`config.mk`:
```
export PLATFORM = sky130hd
export DESIGN_NAME = intersection_controller
export DESIGN_NICKNAME = d
export VERILOG_FILES = /design/src/rtl/traffic_pkg.sv /design/src/rtl/rr_pick.sv /design/src/rtl/intersection_controller.sv
export SDC_FILE = /design/constraint.sdc
export NUM_CORES = 1
export LEC_CHECK = 0
export CAP_MARGIN = 20
export CORE_ASPECT_RATIO = 1.2
export CORE_MARGIN = 5
export CORE_UTILIZATION = 45
export DETAILED_ROUTE_END_ITERATION = 16
export GPL_ROUTABILITY_DRIVEN = 0
export GPL_TIMING_DRIVEN = 0
export HOLD_SLACK_MARGIN = 0.12
export PLACE_DENSITY = 0.67
export SLEW_MARGIN = 20
export SYNTH_ARGS = -nofsm -noshare
export SYNTH_HDL_FRONTEND = slang
export SYNTH_SLANG_ARGS = --single-unit
```
`constraint.sdc`:
```
create_clock -name clock -period 3.85 [get_ports clock]
set_input_delay 0.77 -clock clock [delete_from_list [all_inputs] [get_ports clock]]
set_output_delay 0.77 -clock clock [all_outputs]
set_load 0.01 [all_outputs]
```
`src/rtl/traffic_pkg.sv`:
```
// Shared types and constants for the intersection controller.
// Holds the FSM state encoding, period defaults and a short-period set.
package traffic_pkg;

  typedef enum logic [1:0] {
    IDLE  = 2'd0,
    WAIT  = 2'd1,
    GREEN = 2'd2,
    CLEAR = 2'd3
  } state_t;

  localparam int DEF_GREEN = 10000;
  localparam int DEF_CLEAR = 100;

  // Short periods for formal runs and quick simulations
  localparam int SIM_GREEN = 5;
  localparam int SIM_CLEAR = 2;

  // Successor of a way index, wrapping at n
  function automatic int next_way(input int idx, input int n);
    return (idx + 1 >= n) ? 0 : idx + 1;
  endfunction

endpackage

```
`src/rtl/rr_pick.sv`:
```
// Round-robin picker: first set bit of i_mask at or after i_start, wrapping.
// Ports: i_mask, i_start in; o_found (any bit set), o_idx (chosen bit) out.
module rr_pick #(
  parameter int N  = 4,
  parameter int AW = 2
) (
  input  logic [N-1:0]  i_mask,
  input  logic [AW-1:0] i_start,
  output logic          o_found,
  output logic [AW-1:0] o_idx
);

  // Walk from the farthest offset back to the nearest,
  // so the nearest set bit is the last one written.
  always_comb begin
    o_found = 1'b0;
    o_idx   = '0;
    for (int k = N - 1; k >= 0; k--) begin
      int j;
      j = int'(i_start) + k;
      if (j >= N) j = j - N;
      if (i_mask[j]) begin
        o_found = 1'b1;
        o_idx   = AW'(j);
      end
    end
  end

endmodule

```
`src/rtl/intersection_controller.sv`:
```
// Grants green to one approach at a time, round-robin, with all-red clearance.
// Ports: clock, reset; request/blocked in; green/red/waiting/active/busy out.
module intersection_controller
  import traffic_pkg::*;
#(
  parameter int NUM_WAYS     = 4,
  parameter int GREEN_PERIOD = DEF_GREEN,
  parameter int CLEAR_PERIOD = DEF_CLEAR,
  parameter int CW           = 32,
  localparam int AW          = $clog2(NUM_WAYS)
) (
  input  logic                clock,
  input  logic                reset,
  input  logic [NUM_WAYS-1:0] request,
  input  logic [NUM_WAYS-1:0] blocked,
  output logic [NUM_WAYS-1:0] green,
  output logic [NUM_WAYS-1:0] red,
  output logic [NUM_WAYS-1:0] waiting,
  output logic [AW-1:0]       active,
  output logic                busy
);

  state_t              r_state;
  logic [NUM_WAYS-1:0] r_pending;
  logic [AW-1:0]       r_ptr;
  logic [AW-1:0]       r_sel;
  logic [CW-1:0]       r_cnt;

  state_t              w_state_n;
  logic [NUM_WAYS-1:0] w_pending_n;
  logic [NUM_WAYS-1:0] w_clr;
  logic [AW-1:0]       w_ptr_n;
  logic [AW-1:0]       w_sel_n;
  logic [CW-1:0]       w_cnt_n;
  logic [NUM_WAYS-1:0] w_green;

  logic                w_idle_found;
  logic [AW-1:0]       w_idle_idx;
  logic                w_wait_found;
  logic [AW-1:0]       w_wait_idx;
  logic [NUM_WAYS-1:0] w_wait_mask;
  logic [AW-1:0]       w_sel_nxt;

  assign w_sel_nxt   = AW'(next_way(int'(r_sel), NUM_WAYS));
  assign w_wait_mask = r_pending & ~blocked;

  rr_pick #(.N(NUM_WAYS), .AW(AW)) u_pick_idle (
    .i_mask  (r_pending),
    .i_start (r_ptr),
    .o_found (w_idle_found),
    .o_idx   (w_idle_idx)
  );

  // Search starts just past sel so a blocked sel hands over
  // to the next ready way in rotation order.
  rr_pick #(.N(NUM_WAYS), .AW(AW)) u_pick_wait (
    .i_mask  (w_wait_mask),
    .i_start (w_sel_nxt),
    .o_found (w_wait_found),
    .o_idx   (w_wait_idx)
  );

  always_comb begin
    w_state_n = r_state;
    w_sel_n   = r_sel;
    w_ptr_n   = r_ptr;
    w_cnt_n   = r_cnt;
    w_clr     = '0;
    w_green   = '0;
    unique case (r_state)
      IDLE: begin
        if (w_idle_found) begin
          w_sel_n   = w_idle_idx;
          w_state_n = WAIT;
        end
      end
      WAIT: begin
        if (!blocked[r_sel]) begin
          w_state_n    = GREEN;
          w_cnt_n      = CW'(GREEN_PERIOD);
          w_clr[r_sel] = 1'b1;
        end else if (w_wait_found) begin
          w_sel_n = w_wait_idx;
        end
      end
      GREEN: begin
        w_green[r_sel] = 1'b1;
        if (r_cnt == '0) begin
          w_state_n = CLEAR;
          w_cnt_n   = CW'(CLEAR_PERIOD);
        end else begin
          w_cnt_n = r_cnt - CW'(1);
        end
      end
      CLEAR: begin
        if (r_cnt == '0) begin
          w_state_n = IDLE;
          w_ptr_n   = w_sel_nxt;
        end else begin
          w_cnt_n = r_cnt - CW'(1);
        end
      end
      default: w_state_n = IDLE;
    endcase
  end

  // A request arriving on the grant cycle re-arms the latch
  assign w_pending_n = (r_pending & ~w_clr) | request;

  always_ff @(posedge clock or posedge reset) begin
    if (reset) begin
      r_state   <= IDLE;
      r_pending <= '0;
      r_ptr     <= '0;
      r_sel     <= '0;
      r_cnt     <= '0;
    end else begin
      r_state   <= w_state_n;
      r_pending <= w_pending_n;
      r_ptr     <= w_ptr_n;
      r_sel     <= w_sel_n;
      r_cnt     <= w_cnt_n;
    end
  end

  assign green   = w_green;
  assign red     = ~w_green;
  assign waiting = r_pending;
  assign active  = r_sel;
  assign busy    = (r_state != IDLE);

endmodule
```
==> key figures, run 1 <==
Pwr
  – Switching part of the total power: 43.3%
  – Clock share of power: 19.6%
  – Register share of total power: 30.9%
  – Sw Pwr: 801 uW
  – Combinational cell fraction of total power: 49.5%
  – Pleak: 0.00135 uW
  – Internal: 1050 uW
  – Cell Pwr Density: 571 nW/um2
  – Worst vdd ir: 0.000328 V

Yosys
  – Number of synthesized flops with an enable pin: 0
  – Synth Net Count: 329
  – Synth Warn #: 0
  – Post-synth ARST share: 100%
  – Post-synth cell types: 50
  – Mean area per synthesized cell: 8.93 um2
  – Register area share after synthesis: 38.1%
  – Largest cells by area after synthesis: dfrtp_1 38%, ha_1 4.5%, a21oi_1 4.4%
  – Synthesized flop and latch total: 42
  – Synthesized cell area: 2760 um2
  – Top-area cell type share of the netlist area: 38.1%
  – Post-Synthesis Cells: 309
  – Area leader, netlist: dfrtp_1
  – Commonest cells in the netlist: 42 x dfrtp_1, 24 x a21oi_1, 22 x inv_1
  – Count leader, synth: dfrtp_1
  – Top FF cell, synth: dfrtp_1

STA
  – Worst Skew: 8.78 ps
  – Worst setup margin: 759 ps
  – Max frequency: 324 MHz
  – Final period util: 80.3%
  – Tightest Pin Transition: 695 ps
  – RSZ-0062 raised after global routing: no
  – Final setup fails: 0
  – Max Slew Vio Count: 0
  – Worst slew margin: 52.5%
  – Setup TNS: 0 ps
  – Min Clock Period, post-route: 3090 ps
  – Final hold viol count: 0

Floorplanning
  – Core box area: 6010 um2
  – Num rows: 31
  – Die W: 81.5 um
  – Die Span Y: 95.8 um
  – Full die area: 7800 um2
  – Io pins: 25
  – Initial Utilization: 45.9%

Detailed routing
  – Drt first pass iters: 4
  – Via count: 2516
  – Via density per instance: 5.95
  – DRC: 0
  – Initial DRC Count: 116
  – Drt wl/cell: 16.2 um
  – Antenna Nets Post-Route: 0
  – Routed WL: 6860 um

Global routing
  – GR Util met3: 3.56%
  – Met2 usage in global routing: 31.9%
  – Largest net degree at the start of global routing: 28
  – Met1 Usage GRT: 25.7%
  – Gr ovfl total: 0
  – GR Util All Layers: 19.3%
  – Busiest grt layer: met2
  – Initial antenna violation count: 0
  – Vias in the first global route: 2471
  – First-pass GRT wire length: 11800 um

Setup path
  – Crit path launch type: input pin
  – Setup crit end kind: flip-flop
  – Critical Path RT: 4080 ps
  – WS Path Type: input pin to flip-flop
  – Crit path arrival time: 3320 ps
  – Max FO, Critical Path: 10

Placement
  – Pre-CTS setup slack: 487 ps
  – IO buf count: 24
  – Placed cell area: 3120 um2
  – DPL Wire Length: 5030 um

Clock network
  – Worst-skew pair later-pin latency: 300 ps
  – H-tree level count: 2
  – Post-CTS Hold Fix Bufs: 0
  – CTS tree: done
  – Clock Tree Root: clkbuf_8
  – PostCTS Resize Cnt: 0
  – CTS clock-pin slew for the worst setup and hold paths: 80 ps
  – Setup bufs post-CTS: 0
  – Clock Path Buffers: 2
  – CTS buffer count: 5
  – CTS sink cnt: 42

Layout
  – Share of cells above drive strength 1: 9.38%
  – Nets@finish: 361
  – # diodes: 0
  – Layout area overhead: 17.2%
  – Final core occ: 53.8%
  – Post-route cell area: 3230 um2

Job
  – Max Cap Viol: 0

Run status
  – Status: finished clean

Min path
  – Hold Crit Class: flip-flop to flip-flop
[path summary, 6_finish.rpt]
check	startpoint	endpoint	slack, ps	cells past startpoint
worst max-delay path	blocked[0]	r_cnt[8]	760	7
worst min-delay path	r_cnt[10]	r_cnt[10]	540	2
worst max register to register	r_cnt[0]	r_cnt[7]	840	8
worst min register to register	r_cnt[10]	r_cnt[10]	540	2
max in group asynchronous	reset	r_state[0]	2610	3
min in group asynchronous	reset	r_cnt[8]	760	2
[state kept, by name, summed over array words and instances, names as in the netlist]
| signal | cells |
|---|---|
| r_cnt | 32 |
| waiting | 4 |
| active | 2 |
| r_ptr | 2 |
| r_state | 2 |
[through the flow]
stage          hold slack (ps)  cells  total power, uW
2_1_floorplan              484    309             1180
3_3_place_gp               510    415             1470
3_5_place_dp               531    416             1490
4_1_cts                    548    423             1850
5_1_grt                    587    423             1980
6_report                   544    423             1850
[layer usage]
metal,share of wire (%),routed length [um],vias to the layer above
li1,-,-,1230
met1,48,3310,1235
met2,48,3260,41
met3,3.0,203,10
met4,1.3,90,0
met5,0,0,-
[logic make-up (layout without fill, tap and decap cells)]
group | count (synthesis) | count (layout) | share of synthesized area (%)
AO/OA/AOI/OAI | 87 | 87 | 20.6
adder cells (fa/ha/maj) | 10 | 10 | 4.54
buffers and inverters | 34 | 66 | 4.99
flip-flops | 42 | 42 | 38.1
multiplexers | 11 | 11 | 4.58
AND/OR/NAND/NOR | 125 | 125 | 27.2
[critical path: stages]
cell and delay (ps):
clkdlybuf4s50_1 460, mux4_2 540, a2111oi_2 560, o31ai_2 190, buf_2 240, or3b_2 450
nand3_1 90
[power by group through the flow]
stage	registers (uW)	clock network (uW)	logic [uW]
finish	572	362	914
global route	581	388	1010
CTS	571	368	914
detailed placement	579	0	908
global placement	578	0	895
floorplan	566	0	612
[final cells by class]
| type | count | area (um2) |
|---|---|---|
| Fill cell | 561 | 2780 |
| Multi-Input combinational cell | 233 | 1570 |
| Sequential cell | 42 | 1050 |
| Timing Repair Buffer | 25 | 260 |
| Tap cell | 82 | 103 |
| Clock buffer | 6 | 82.6 |
| Inverter | 22 | 82.6 |
| Buffer | 12 | 55.1 |
| Clock inverter | 1 | 30.0 |
[layout by cell type, fill, tap and decap left out, types with 3 or more instances in the layout]
cell type / netlist / routed
dfrtp_1: 42 / 42
a21oi_1: 24 / 24
clkdlybuf4s50_1: 0 / 24
inv_1: 22 / 21
nor2_1: 20 / 20
nand2_1: 18 / 18
o21ai_0: 17 / 17
or3_1: 16 / 16
or4_1: 14 / 14
o31ai_1: 13 / 13
nor3_1: 10 / 10
ha_1: 10 / 10
clkbuf_1: 9 / 9
nand4_1: 8 / 8
mux2i_1: 7 / 7
or2_2: 6 / 6
nand2b_1: 6 / 6
a31oi_1: 6 / 6
clkbuf_8: 0 / 6
nor2b_1: 5 / 5
a21o_1: 5 / 5
or4_4: 4 / 4
mux2_2: 3 / 3
o22ai_1: 3 / 3
a211oi_1: 3 / 3
nand3_1: 3 / 3
Note: power is estimated with default switching activity, not from simulation.
==> run 2, diff against run 1 <==
- clock period: 3.85 -> 3.05 ns (I/O delays scaled with it)
==> run 2 against run 1 <==
Against the previous run:
- register-to-register slack got worse by 670 ps
- worst hold slack improved by 4.0 ps
- wire length about the same
- critical path type unchanged
- largest power group unchanged
==> key figures, run 2 (synthesis results as in run 1) <==
STA
  – Final hold viol count: 0
  – Final setup fails: 0
  – Final period util: 95.6%
  – Max frequency: 343 MHz
  – Max Slew Vio Count: 0
  – RSZ-0062 raised after global routing: no
  – Worst slew margin: 50.1%
  – Min Clock Period, post-route: 2920 ps
  – Tightest Pin Transition: 746 ps
  – Worst Skew: 12.5 ps
  – Worst setup margin: 135 ps

Detailed routing
  – Via density per instance: 5.96
  – Drt first pass iters: 4
  – Drt wl/cell: 16.2 um
  – Antenna Nets Post-Route: 0
  – Via count: 2520
  – Initial DRC Count: 134
  – Routed WL: 6860 um
  – DRC: 0

Placement
  – IO buf count: 24
  – Pre-CTS setup slack: -153 ps
  – Placed Cells: 416
  – Placed cell area: 3120 um2
  – DPL Wire Length: 5030 um

Floorplanning
  – Die W: 81.5 um
  – Die Span Y: 95.8 um
  – Core box area: 6010 um2
  – Initial Utilization: 45.9%
  – Full die area: 7800 um2
  – Num rows: 31
  – Io pins: 25

Layout
  – Share of cells above drive strength 1: 10.3%
  – Largest register FFs: 32
  – Largest Register: r_cnt
  – Commonest cells after routing, fill and taps aside: 42 x dfrtp_1, 24 x a21oi_1, 24 x clkdlybuf4s50_1, 21 x inv_1, 20 x nor2_1
  – # diodes: 0
  – Layout area overhead: 17.4%
  – Filler-free cell count of the finished design: 423
  – Final core occ: 53.9%
  – Post-route cell area: 3240 um2
  – Nets@finish: 361
  – Fill count: 562
  – Commonest non-fill, non-tap cell in the layout: dfrtp_1

Pwr
  – Pleak: 0.00136 uW
  – Switching part of the total power: 43.2%
  – Worst vdd ir: 0.000400 V
  – Clock share of power: 19.6%
  – Cell Pwr Density: 723 nW/um2
  – Internal: 1330 uW
  – Sw Pwr: 1010 uW
  – Register share of total power: 30.8%
  – Combinational cell fraction of total power: 49.6%

Global routing
  – Vias in the first global route: 2471
  – Initial antenna violation count: 0
  – Gr ovfl total: 0
  – Largest net degree at the start of global routing: 28
  – First-pass GRT wire length: 11800 um
  – GR Util All Layers: 19.3%

Clock network
  – CTS sink cnt: 42
  – Setup bufs post-CTS: 0
  – CTS clock-pin slew for the worst setup and hold paths: 80 ps
  – CTS tree: done
  – CTS buffer count: 5
  – Worst-skew pair later-pin latency: 300 ps
  – Clock Path Buffers: 2
  – H-tree level count: 2
  – Clock Tree Root: clkbuf_8

Setup path
  – WS Path Type: input pin to flip-flop
  – CP Buf/Inv Count: 2
  – Setup crit end kind: flip-flop
  – Max FO, Critical Path: 10
  – CP max-delay cell: a2111oi_2
  – Critical Path RT: 3280 ps
  – Largest stage delay, worst path: 550 ps
  – Crit path launch type: input pin
  – CP delay by family, top: compound AO/OA/AOI/OAI gates
  – Crit-path cells: clkdlybuf4s50_1 -> mux4_2 -> a2111oi_2 -> o31ai_2 -> buf_2 -> or3b_2 -> nand3_1
  – Crit path arrival time: 3150 ps

Job
  – Max Cap Viol: 0

Run status
  – Status: finished clean

Min path
  – Hold Crit Class: flip-flop to flip-flop
## run 2: layout make-up
| cell class | count | area [um2] | area share [%] |
|---|---|---|---|
| Multi-Input combinational cell | 233 | 1570 | 48.5 |
| Sequential cell | 42 | 1050 | 32.5 |
| Timing Repair Buffer | 25 | 260 | 8.04 |
| Tap cell | 82 | 103 | 3.17 |
| Clock buffer | 6 | 82.6 | 2.55 |
| Inverter | 22 | 82.6 | 2.55 |
| Buffer | 12 | 58.8 | 1.82 |
| Clock inverter | 1 | 30.0 | 0.927 |
## run 2: power groups by stage
stage	Sequential (uW)	Clock, uW	Combinational (uW)
finish	721	460	1160
global route	734	490	1280
CTS	721	464	1150
detailed placement	731	0	1150
global placement	730	0	1130
floorplan	715	0	773
## run 2: metal layers
layer	global-route usage, %	vias up	part of all wire (%)
li1	-	1229	-
met1	25.7	1235	48
met2	31.9	47	48
met3	3.56	9	3.3
met4	5.77	0	1.3
met5	0	-	0
## run 2: worst paths after layout
| path | startpoint | slack (ps) | cells past startpoint | to |
|---|---|---|---|---|
| setup / recovery | blocked[0] | 130 | 7 | r_cnt[8] |
| hold / removal | r_cnt[10] | 550 | 2 | r_cnt[10] |
| setup reg to reg | r_cnt[0] | 170 | 8 | r_cnt[7] |
| hold reg to reg | r_cnt[10] | 550 | 2 | r_cnt[10] |
| max in group asynchronous | reset | 1970 | 3 | r_state[0] |
| min in group asynchronous | reset | 610 | 2 | r_cnt[8] |
## run 2: tightest hold or removal path: stages (launching register included)
cell and delay, ps:
dfrtp_1 360, o31ai_1 70, o21ai_0 80
## run 2: what timing repair did
action,4_1_cts,5_1_grt
endpoints found under the hold margin,0,0
hold buffers,0,0
setup endpoints to repair,0,21
resized for setup,0,6
## run 2: through the flow
step / TNS [ps] / power [uW] / hold WS [ps]
finish: 0 / 2340 / 548
global route: 0 / 2510 / 587
CTS: 0 / 2340 / 548
detailed placement: -602 / 1880 / 531
global placement: -551 / 1860 / 510
floorplan: 0 / 1490 / 484
==> run 3, diff against run 2 <==
- CTS_BUF_LIST: unset -> sky130_fd_sc_hd__clkbuf_8
- SLEW_MARGIN: 20 -> unset
- clock period: 3.05 -> 2.7 ns (I/O delays scaled with it)
==> run 3 against run 2 <==
Against the previous run:
- non-clock buffer count up 7
- total power grew 17%
- via count increased by 1.8%
- sequential share of layout area decreased by 1.2 points
- wire length is 3.3% higher
- die area unchanged
- worst hold slack got worse by 16 ps
- sequential power grew 13%
- worst setup slack worse by 110 ps
- critical path depth down 1
- flip-flop and latch count did not move
- critical path type unchanged
- critical endpoint is now r_cnt[21]
- largest cell class unchanged
- largest power group unchanged
==> key figures, run 3 (synthesis results as in run 1) <==
Setup path
  – WS Path Type: input pin to flip-flop
  – Crit path arrival time: 2900 ps
  – Setup crit end kind: flip-flop
  – CP delay by family, top: simple AND/OR/NAND/NOR gates
  – Critical Path RT: 2920 ps
  – CP max-delay cell: mux4_2
  – Reg2reg start: r_cnt[0]
  – Largest stage delay, worst path: 570 ps
  – Crit path launch type: input pin
  – Max FO, Critical Path: 6
  – Crit-path cells: clkdlybuf4s50_1 -> mux4_2 -> a21o_2 -> or4_1 -> or3_1 -> a21oi_1
  – Crit path from: blocked[3]
  – CP Buf/Inv Count: 1

Min path
  – Hold Crit Class: input pin to async pin

Clock network
  – Post-CTS Hold Fix Bufs: 0
  – Worst-skew pair later-pin latency: 310 ps
  – CTS buffer count: 5
  – Clock Path Buffers: 2
  – CTS tree: done
  – Clock Tree Root: clkbuf_8
  – CTS clock-pin slew for the worst setup and hold paths: 80 ps
  – H-tree level count: 2
  – CTS sink cnt: 42

Layout
  – Commonest cells after routing, fill and taps aside: 42 x dfrtp_1, 23 x a21oi_1, 23 x clkdlybuf4s50_1, 21 x inv_1, 20 x nor2_1
  – Largest register FFs: 32
  – Layout area overhead: 21.8%
  – Share of cells above drive strength 1: 14.9%
  – # diodes: 0
  – Filler-free cell count of the finished design: 430
  – Commonest non-fill, non-tap cell in the layout: dfrtp_1
  – Largest Register: r_cnt
  – Storage cell area: 1050 um2
  – Nets@finish: 368
  – Post-route cell area: 3360 um2
  – Fill count: 546
  – Area occupied by multi-input gates: 1630 um2

Global routing
  – Largest net degree at the start of global routing: 28
  – First-pass GRT wire length: 12000 um
  – GR Util All Layers: 19.6%
  – Vias in the first global route: 2507
  – Gr ovfl total: 0
  – Initial antenna violation count: 0

Floorplanning
  – Die W: 81.5 um
  – Io pins: 25
  – Full die area: 7800 um2
  – Core box area: 6010 um2
  – Initial Utilization: 45.9%
  – Die Span Y: 95.8 um
  – Num rows: 31

STA
  – Worst Skew: 12.0 ps
  – Min Clock Period, post-route: 2680 ps
  – Worst slew margin: 52.3%
  – Tightest Pin Transition: 697 ps
  – Final period util: 99.3%
  – Final setup fails: 0
  – Worst setup margin: 20.2 ps
  – Final hold viol count: 0
  – Max frequency: 373 MHz
  – Setup TNS: 0 ps
  – Max Slew Vio Count: 0

Pwr
  – Worst vdd ir: 0.000471 V
  – Register share of total power: 29.9%
  – Combinational cell fraction of total power: 51.0%
  – Cell Pwr Density: 813 nW/um2
  – Sw Pwr: 1180 uW
  – Internal: 1550 uW
  – Clock share of power: 19.1%
  – Total power draw: 2730 uW
  – Switching part of the total power: 43.2%
  – Pleak: 0.00142 uW

Detailed routing
  – Antenna Nets Post-Route: 0
  – Drt first pass iters: 4
  – Via count: 2566
  – DRC: 0
  – Drt wl/cell: 16.5 um
  – Initial DRC Count: 152
  – Via density per instance: 5.97
  – Routed WL: 7090 um

Placement
  – Placed cell area: 3120 um2
  – IO buf count: 24
  – Pre-CTS setup slack: -433 ps
  – DPL Wire Length: 5030 um
  – Placed Cells: 416

Job
  – Max Cap Viol: 0

Run status
  – Status: finished clean
[run 3: final cells by class]
type | count | share of cell area [%]
sequential | 42 | 31.3
inverter | 22 | 2.46
tap | 82 | 3.05
timing repair buffer | 33 | 9.61
multi-input combinational | 233 | 48.4
clock inverter | 1 | 0.894
clock buffer | 6 | 2.46
buffer | 11 | 1.82
[run 3: through the flow]
step                util, %  hold WS, ps
finish                 55.9          532
global route           55.9          567
CTS                    54.5          540
detailed placement     51.9          531
global placement       51.6          510
floorplan                 -          484
[run 3: path summary, 6_finish.rpt]
path                       slack [ps]  cells after the start         end
setup / recovery                   20                      6   r_cnt[21]
hold / removal                    530                      2    r_cnt[8]
setup reg to reg                   90                      8   r_cnt[28]
hold reg to reg                   540                      1    r_cnt[0]
max in group asynchronous        1690                      3  r_state[0]
min in group clock                540                      1    r_cnt[0]
[run 3: power by group through the flow]
stage          combinational (uW)  clock [uW]  sequential, uW
2_1_floorplan                 873           0             808
3_3_place_gp                 1280           0             824
3_5_place_dp                 1300           0             826
4_1_cts                      1340         524             815
5_1_grt                      1540         553             830
6_report                     1390         522             816
[run 3: repair_timing]
| action | in CTS | in global routing |
|---|---|---|
| gates resized for setup | 6 | 13 |
| buffers inserted | 3 | 5 |
| pin swaps | 2 | 1 |
| setup endpoints to repair | 29 | 32 |
[run 3: metal layers]
layer  track usage [%]  part of all wire, %  up-vias
met5                 0                    0        -
met4              5.77                  1.4        0
met3              3.75                  4.2       12
met2              32.2                   49       55
met1              26.1                   46     1258
li1                  -                    -     1241
[run 3: worst register-to-register path, delay by kind of cell, from the launching register on]
kind                       cells  cell delay (ps)
adders and majority gates      1              200
AOI/OAI and AO/OA              2              490
and+or+nand+nor                3             1170
buffers and inverters          2              250
DFF                            1              420
